===== src/rtl/mem_stage.sv =====
// MEM stage of the 5-stage MIPS pipeline: EXE/MEM register, data-memory access
// with wait-state handshake and timeout, load extraction, and the MEM/WB register.
module mem_stage #(
  parameter int WAIT_MAX = 15,
  parameter int CNT_W    = 4
) (
  input  logic        clk,
  input  logic        clrn,
  input  logic        ewreg,
  input  logic        em2reg,
  input  logic        ewmem,
  input  logic [1:0]  emsize,
  input  logic        emsign,
  input  logic [31:0] ealu,
  input  logic [31:0] eb,
  input  logic [4:0]  ern,
  output logic        dm_req,
  output logic        dm_we,
  output logic [31:0] dm_addr,
  output logic [31:0] dm_wdata,
  output logic [3:0]  dm_be,
  input  logic [31:0] dm_rdata,
  input  logic        dm_ready,
  output logic        mstall,
  output logic        mwreg,
  output logic        mm2reg,
  output logic [31:0] malu,
  output logic [4:0]  mrn,
  output logic        wwreg,
  output logic        wm2reg,
  output logic [31:0] wmo,
  output logic [31:0] walu,
  output logic [4:0]  wrn,
  output logic        merr_align,
  output logic        merr_bus
);

  localparam logic [CNT_W-1:0] WAIT_LIM = CNT_W'(WAIT_MAX);

  typedef enum logic {IDLE, BUSY} state_t;

  state_t           state, state_nxt;
  logic [CNT_W-1:0] cnt, cnt_nxt;
  logic             timeout;

  logic             mwmem;
  logic [1:0]       msize;
  logic             msign;
  logic [31:0]      mb;

  logic             memop;
  logic             aligned;
  logic [31:0]      wmo_nxt;

  // Size 11 is reserved and behaves as a word everywhere below.
  function automatic logic is_aligned(input logic [1:0] size, input logic [1:0] lo);
    case (size)
      2'b00:   return 1'b1;
      2'b01:   return ~lo[0];
      default: return (lo == 2'b00);
    endcase
  endfunction

  function automatic logic [3:0] lane_be(input logic [1:0] size, input logic [1:0] lo);
    case (size)
      2'b00:   return 4'b0001 << lo;
      2'b01:   return lo[1] ? 4'b1100 : 4'b0011;
      default: return 4'b1111;
    endcase
  endfunction

  function automatic logic [31:0] lane_wdata(input logic [1:0] size, input logic [31:0] b);
    case (size)
      2'b00:   return {4{b[7:0]}};
      2'b01:   return {2{b[15:0]}};
      default: return b;
    endcase
  endfunction

  function automatic logic [31:0] load_ext(input logic [1:0]  size,
                                           input logic        sign,
                                           input logic [1:0]  lo,
                                           input logic [31:0] rdata);
    logic signed [7:0]  bv;
    logic signed [15:0] hv;
    bv = rdata[{lo, 3'b000} +: 8];
    hv = lo[1] ? rdata[31:16] : rdata[15:0];
    case (size)
      2'b00:   return sign ? 32'(bv) : {24'd0, bv};
      2'b01:   return sign ? 32'(hv) : {16'd0, hv};
      default: return rdata;
    endcase
  endfunction

  // EXE/MEM boundary: frozen while an access is outstanding
  always_ff @(posedge clk or negedge clrn) begin
    if (!clrn) begin
      mwreg  <= 1'b0;
      mm2reg <= 1'b0;
      mwmem  <= 1'b0;
      msize  <= 2'b00;
      msign  <= 1'b0;
      malu   <= 32'd0;
      mb     <= 32'd0;
      mrn    <= 5'd0;
    end else if (!mstall) begin
      mwreg  <= ewreg;
      mm2reg <= em2reg;
      mwmem  <= ewmem;
      msize  <= emsize;
      msign  <= emsign;
      malu   <= ealu;
      mb     <= eb;
      mrn    <= ern;
    end
  end

  assign memop      = mm2reg | mwmem;
  assign aligned    = is_aligned(msize, malu[1:0]);
  assign merr_align = memop & ~aligned;

  assign dm_req   = memop & aligned;
  assign dm_we    = dm_req & mwmem;
  assign dm_addr  = {malu[31:2], 2'b00};
  assign dm_wdata = lane_wdata(msize, mb);
  assign dm_be    = dm_req ? lane_be(msize, malu[1:0]) : 4'b0000;

  always_ff @(posedge clk or negedge clrn) begin
    if (!clrn) begin
      state <= IDLE;
      cnt   <= '0;
    end else begin
      state <= state_nxt;
      cnt   <= cnt_nxt;
    end
  end

  // The cycle that reaches the wait limit without dm_ready is the abort cycle.
  always_comb begin
    state_nxt = state;
    cnt_nxt   = cnt;
    timeout   = 1'b0;
    case (state)
      IDLE: begin
        if (dm_req && !dm_ready) begin
          state_nxt = BUSY;
          cnt_nxt   = CNT_W'(1);
        end
      end
      BUSY: begin
        if (!dm_req || dm_ready) begin
          state_nxt = IDLE;
          cnt_nxt   = '0;
        end else if (cnt == WAIT_LIM) begin
          timeout   = 1'b1;
          state_nxt = IDLE;
          cnt_nxt   = '0;
        end else begin
          cnt_nxt = cnt + 1'b1;
        end
      end
      default: begin
        state_nxt = IDLE;
        cnt_nxt   = '0;
      end
    endcase
  end

  assign mstall   = dm_req & ~dm_ready & ~timeout;
  assign merr_bus = timeout;

  assign wmo_nxt = (dm_req && !timeout) ? load_ext(msize, msign, malu[1:0], dm_rdata) : 32'd0;

  // MEM/WB boundary: a bubble is inserted while M is stalled
  always_ff @(posedge clk or negedge clrn) begin
    if (!clrn) begin
      wwreg  <= 1'b0;
      wm2reg <= 1'b0;
      wmo    <= 32'd0;
      walu   <= 32'd0;
      wrn    <= 5'd0;
    end else if (!mstall) begin
      wwreg  <= mwreg & ~merr_align;
      wm2reg <= mm2reg;
      wmo    <= wmo_nxt;
      walu   <= malu;
      wrn    <= mrn;
    end else begin
      wwreg  <= 1'b0;
      wm2reg <= 1'b0;
    end
  end

endmodule


===== config.mk =====
export PLATFORM = sky130hd
export DESIGN_NAME = mem_stage
export DESIGN_NICKNAME = d
export VERILOG_FILES = /design/src/rtl/mem_stage.sv
export SDC_FILE = /design/constraint.sdc
export NUM_CORES = 1
export LEC_CHECK = 0
export CORE_MARGIN = 2
export CORE_UTILIZATION = 25
export DETAILED_ROUTE_END_ITERATION = 7
export GPL_TIMING_DRIVEN = 0
export PLACE_DENSITY = 0.51
export SKIP_CTS_REPAIR_TIMING = 1
export SLEW_MARGIN = 20
export SYNTH_ARGS = -nofsm -noshare
export SYNTH_HDL_FRONTEND = slang
export SYNTH_SLANG_ARGS = --single-unit
export TNS_END_PERCENT = 30

===== constraint.sdc =====
create_clock -name clk -period 2.2 [get_ports clk]
set_input_delay 0.33 -clock clk [delete_from_list [all_inputs] [get_ports clk]]
set_output_delay 0.33 -clock clk [all_outputs]
set_load 0.1 [all_outputs]

==> impl_summary.txt <==
----------------------------------------------------
[CTS]
  Depth of the CTS H-tree ... 4
  Clock tree from TritonCTS ... built
  TritonCTS buffer count ... 17
  Clk sink count ... 151
  Clock buffer depth ... 2
  Clock slew at the register clock pins of the worst setup and hold paths ... 0.07 ns
  Library cell used as clock root buffer ... sky130_fd_sc_hd__clkbuf_16
  Clock network latency to the later pin of the worst-skew pair ... 0.43 ns

[Synth]
  Sequential share of the synthesized area ... 50.1%
  Cells after synthesis ... 602
  Share of async-settable or async-resettable flops after synthesis ... 100%
  Ys flop type ... sky130_fd_sc_hd__dfrtp_1
  Number of unique standard cell types used by synthesis ... 50
  Netlist Area Pre-Place ... 7550 um^2
  Yosys warnings ... 0
  Avg Cell Area, Syn ... 12.5 um^2
  Flip-flop and latch count after synthesis ... 151
  Number of flops mapped to enable cells by yosys ... 0

[Cells and area]
  Highest-count cells in the layout ignoring fill and taps ... 146 x sky130_fd_sc_hd__dfrtp_1, 130 x sky130_fd_sc_hd__dlymetal6s2s_1, 108 x sky130_fd_sc_hd__clkdlybuf4s50_1
  Area added between synthesis and finish ... 64.2%
  Non-Filler Instances ... 1332
  Total area of multi-input combinational cells ... 3350 um^2
  Filler cell count in the final layout ... 2817
  Area of all placed cells without fillers ... 12400 um^2
  Storage element area ... 3790 um^2
  Share of final-layout standard cells stronger than drive strength 1 ... 36.3%
  Commonest non-fill, non-tap cell in the layout ... sky130_fd_sc_hd__dfrtp_1
  Fin nets ... 1038

[Critical path]
  CP Max Fanout ... 10
  Worst setup path category ... flop to output pin
  WP data required ... 1.87 ns
  Worst Path Arrival ... 2.02 ns
  Largest stage delay on the critical path ... 0.50 ns
  Cells along the critical path ... buf_8 -> buf_4 -> buf_12 -> buf_8 -> o21ai_2 -> and3_4 -> buf_12
  Slowest-stage cell, CP ... sky130_fd_sc_hd__dfrtp_4
  Setup crit start kind ... flop
  Kind of end point of the critical path ... output pin

[STA]
  Total setup violations reported at the end of the flow ... 4
  Hold Worst Slack ... 0.447 ns
  Clock Skews ... 0.0127 ns
  Final critical-path setup slack ... -0.146 ns
  Maximum clock frequency ... 426 MHz
  Worst slew margin ... 30.4%
  Slew at the pin closest to its max-slew limit ... 1.04 ns
  Post-route fraction of the period consumed by the critical path ... 107%
  Final Max Tran Viols ... 0
  Final hold violation count ... 0
  Unrepaired setup endpoints after global routing ... true
  Shortest period the worst path allows ... 2.35 ns

[Floorplan]
  Placeable Area ... 29700 um^2
  Number of placement rows ... 63
  Initial core utilization ... 25.4%
  X dimension of the die ... 178 um
  Number of top-level design ports ... 293
  Die ar. ... 31600 um^2
  Chip height ... 178 um

[Route]
  Residual DRC count ... 0
  Vias after detailed routing ... 5790
  Routed Antenna Nets ... 0
  Initial DRC Count ... 258
  Sum of routed wire length over all layers ... 24800 um
  Routed length per instance ... 18.6 um
  Number of vias per cell ... 4.35
  Number of detailed-routing iterations run before antenna repair ... 4

[Place]
  Number of port buffers ... 290
  Place WS ... -1.26 ns
  Final estimated routing congestion in global placement ... 0.784
  Detailed placer's ending HPWL ... 18500 um
  Placed cells ... 1284
  Cell Area, Placed ... 11100 um^2

[Min path]
  Min-delay worst type ... primary input to async pin

[Status]
  Violated checks ... setup timing
  Status ... finished with violations

[Global routing]
  Antenna violations before repair ... 3
  Overall overflow remaining after global route ... 0
  Wire length of the first global-routing pass ... 36700 um
  Total Routing Usage GR ... 15.5%
  Number of global-route vias before repair ... 5967
  Pin count of the biggest net entering global routing ... 82

[Power]
  Post-route total power ... 14.1 mW
  Power density cells ... 1140 nW/um^2
  Peak supply drop ... 0.555 mV
  Leakage power of the design ... 6.63 nW

[Run]
  Number of violations of the max-capacitance limit ... 0

----------------------------------------------------
==> cell usage after synthesis (all sizes together), types with 2 or more instances <==
cell type	count	share of area [%]
a211oi	14	1.4
a21o	2	0.20
a21oi	30	2.0
a221oi	7	1.4
a22o	8	0.93
a32o	7	0.93
and3	2	0.17
buf	70	7.0
clkbuf	11	0.58
dfrtp	151	50
inv	6	0.30
mux2	119	22
mux2i	16	2.1
nand2	71	3.5
nor2	9	0.51
nor2b	6	0.53
nor3	3	0.20
o2111a	2	0.31
o21ai	46	3.1
or2	3	0.25
==> power by group <==
group          internal, mW  total [mW]  switching (mW)
Clock                  1.64        3.06            1.42
Combinational          2.18        7.51            5.33
Sequential             3.21        3.53           0.328
Total                  7.02        14.1            7.08
==> kinds of logic (layout without fill, tap and decap cells) <==
group / Yosys count / in the layout / synth area share (%)
xor gates and xnor gates: 1 / 1 / 0.116
DFF: 151 / 151 / 50.1
other: 1 / 4 / 0.0497
muxes: 136 / 136 / 24.3
adders and majority gates: 1 / 1 / 0.166
AOI/OAI and AO/OA: 125 / 125 / 11.6
buffers and inverters: 88 / 425 / 7.94
and+or+nand+nor: 99 / 99 / 5.77
==> through the flow <==
stage	utilization (%)	TNS, ns
5_1_grt	41.7	-0.745
3_5_place_dp	37.4	-32.79
4_1_cts	39.4	-61.29
3_3_place_gp	37.3	-930.48
2_1_floorplan	-	-4.68
6_report	41.7	-0.445
==> worst max-delay path, delay by kind of cell (launching register included) <==
| family | cells | cell delay (ns) |
|---|---|---|
| buffers and inverters | 5 | 0.73 |
| flip-flops | 1 | 0.50 |
| AND/OR/NAND/NOR | 1 | 0.23 |
| AO/OA/AOI/OAI | 1 | 0.13 |
==> layer usage <==
layer,vias up,track usage (%),part of all wire (%)
met1,2855,20.3,44
li1,2770,-,-
met4,2,4.03,0.98
met3,18,4.65,5.7
met5,-,0,0.053
met2,145,24.9,50
==> registers in the layout (all words and copies together), names as in the netlist, 2 cells and up <==
name   flops
cnt        4
malu      32
wmo       32
msize      2
walu      32
mrn        5
mb        32
wrn        5
==> worst paths after layout <==
kind / slack, ns / cells past startpoint / start / endpoint
setup / recovery: -0.15 / 7 / malu[1] / dm_we
hold / removal: 0.45 / 2 / clrn / wmo[28]
setup reg to reg: 0.11 / 8 / malu[1] / wmo[8]
hold reg to reg: 0.48 / 2 / wmo[16] / wmo[16]
max in group asynchronous: 0.90 / 3 / clrn / mm2reg
min in group clk: 0.48 / 2 / wmo[16] / wmo[16]
==> final cells by class <==
type                    count  area share [%]
clock inverters            15            1.41
flip-flops and latches    151            30.6
diodes                      2          0.0404
repair buffers            306            27.3
plain buffers              80            5.94
inverters                   7           0.273
multi-input cells         364            27.0
clock buffers              17            3.43
well taps                 390            3.94
(Power assumes the default switching activity.)
==> RTL change, RTL diff (same flow settings) <==
`CNT_W`: 4 -> 6.
--- a/src/rtl/mem_stage.sv
+++ b/src/rtl/mem_stage.sv
@@ -4,3 +4,3 @@
   parameter int WAIT_MAX = 15,
-  parameter int CNT_W    = 4
+  parameter int CNT_W    = 6
 ) (
Function: same outputs for any inputs over 4 cycles, from zero or initial values; that may be too few to reach the edited logic, so the function may still have changed.
==> RTL change against the original RTL <==
  * The run still ends with negative setup slack left
  * Routed wire length rose by 3.1%
  * Synthesized area rose by 0.38%
  * Setup slack got worse by 380 ps
  * Sequential share of layout area fell by 0.61 points
  * Total power rose by 2.2%
  * Final area rose by 3.3%
  * Sequential cell count rose by 2
  * Largest cell class unchanged
==> RTL change: results (changes against the original RTL) <==
** STA
- Total Neg Setup Slack :: -11250 ps (was -445 ps)
- The setup slack of the critical path after layout was -521 ps (was -146 ps).
- The final-report setup violation count was 95 (was 4).
- The remaining max-slew budget at the tightest pin was 29.7% (was 30.4%).
- Maximum clock skew at final layout :: 13.6 ps (was 12.7 ps)

** Routing
- Iteration-0 DRC count of the detailed router :: 314 (was 258)
- The via density per instance is 4.48 (was 4.35).
- Met2 wirelength from detailed routing :: 12500 um (was 12300 um)
- Routed length on met1 :: 10700 um (was 10800 um)
- The total met3 wirelength after detailed routing is 1760 um (was 1420 um).
- First-pass DRT Iterations :: 6 (was 4)
- Number of vias in the routed layout :: 5896 (was 5790)

** Power and ir drop
- The proportion of total power due to net switching was 50.0% (was 50.2%).
- Overall power consumption :: 14400 uW (was 14100 uW)
- The combinational group power was 7730 uW (was 7510 uW).
- Highest ir drop seen on vdd :: 0.520 mV (was 0.555 mV)
- Leakage power figure :: 0.00696 uW (was 0.00663 uW)

** Worst setup path
- Terminus of the critical flop-to-flop path :: walu[15] (was wmo[8])
- The largest driver fanout on the critical path was 6 (was 10).
- The cell count of the worst reg-to-reg path is 9 (was 8).
- The start of the worst register-to-register path was malu[0] (was malu[1]).
- The arrival time of data at the critical path endpoint came to 2390 ps (was 2020 ps).
- The stage delay of the slowest cell on the critical path was 480 ps (was 500 ps).

** Synthesis
- The distinct cell type count after synthesis was 51 (was 50).
- Cell types with the highest counts after synthesis :: sky130_fd_sc_hd__dfrtp_1, sky130_fd_sc_hd__mux2_4, sky130_fd_sc_hd__buf_4, sky130_fd_sc_hd__mux2_2, sky130_fd_sc_hd__nand2_1 (was sky130_fd_sc_hd__dfrtp_1, sky130_fd_sc_hd__mux2_4, sky130_fd_sc_hd__nand2_1, sky130_fd_sc_hd__buf_4, sky130_fd_sc_hd__o21ai_0)
- The number of cells produced by synthesis was 584 (was 602).
- Top cells by area, synth: sky130_fd_sc_hd__dfrtp_1, sky130_fd_sc_hd__mux2_4, sky130_fd_sc_hd__mux2_2, sky130_fd_sc_hd__buf_4, sky130_fd_sc_hd__o2bb2ai_1 (was sky130_fd_sc_hd__dfrtp_1, sky130_fd_sc_hd__mux2_4, sky130_fd_sc_hd__mux2_2, sky130_fd_sc_hd__buf_4, sky130_fd_sc_hd__nand2_1).
- Share of synthesized area occupied by flip-flops and latches :: 50.5% (was 50.1%)

** Global route
- Number of global-route vias before repair :: 6013 (was 5967)
- Met2 capacity usage during global routing :: 25.4% (was 24.9%)
- First-pass GRT wire length :: 37300 um (was 36700 um)
- The global-route track usage on met3 was 4.97% (was 4.65%).

** Final layout
- Count of nets after finishing :: 1023 (was 1038)

** Placed design
- Post-placement cell count :: 1266 (was 1284)
- The HPWL after detailed placement is 18800 um (was 18500 um).
- The worst setup slack after placement is -1580 ps (was -1260 ps).
- The total placed instance area is 11200 um^2 (was 11100 um^2).
- Routability Congestion :: 0.807 (was 0.784)

** Status
- Violations in the final reports: negative setup slack (unchanged).
- Run status :: complete, but fails checks (unchanged)
==> RTL change: worst max path at each step <==
stage	from	endpoint	slack (ps)	cells past startpoint
detailed placement	msize[1]	dm_wdata[30]	-1580	6
global placement	clrn	malu[0]	-7230	1
floorplan	malu[0]	dm_be[1]	-230	4
finish	malu[0]	mstall	-520	9
CTS	msize[1]	dm_wdata[30]	-2060	6
global route	malu[0]	mstall	-580	9
==> RTL change: layout make-up <==
class,instances,area share (%)
inverters,8,0.235
flip-flops and latches,153,30.0
diodes,1,0.0196
plain buffers,75,6.11
repair buffers,311,27.9
clock buffers,17,3.32
clock inverters,15,1.56
well taps,390,3.81
multi-input cells,346,27.1
==> RTL change: cell families (layout without fill, tap and decap cells) <==
kind of cell	after synthesis	after routing	synth area share (%)
DFF	153	153	50.5
xor gates and xnor gates	2	2	0.231
adders and majority gates	1	1	0.165
and+or+nand+nor	95	95	5.57
AOI/OAI and AO/OA	107	107	11.2
buffers and inverters	86	426	7.79
muxes	139	139	24.5
other	1	3	0.0495
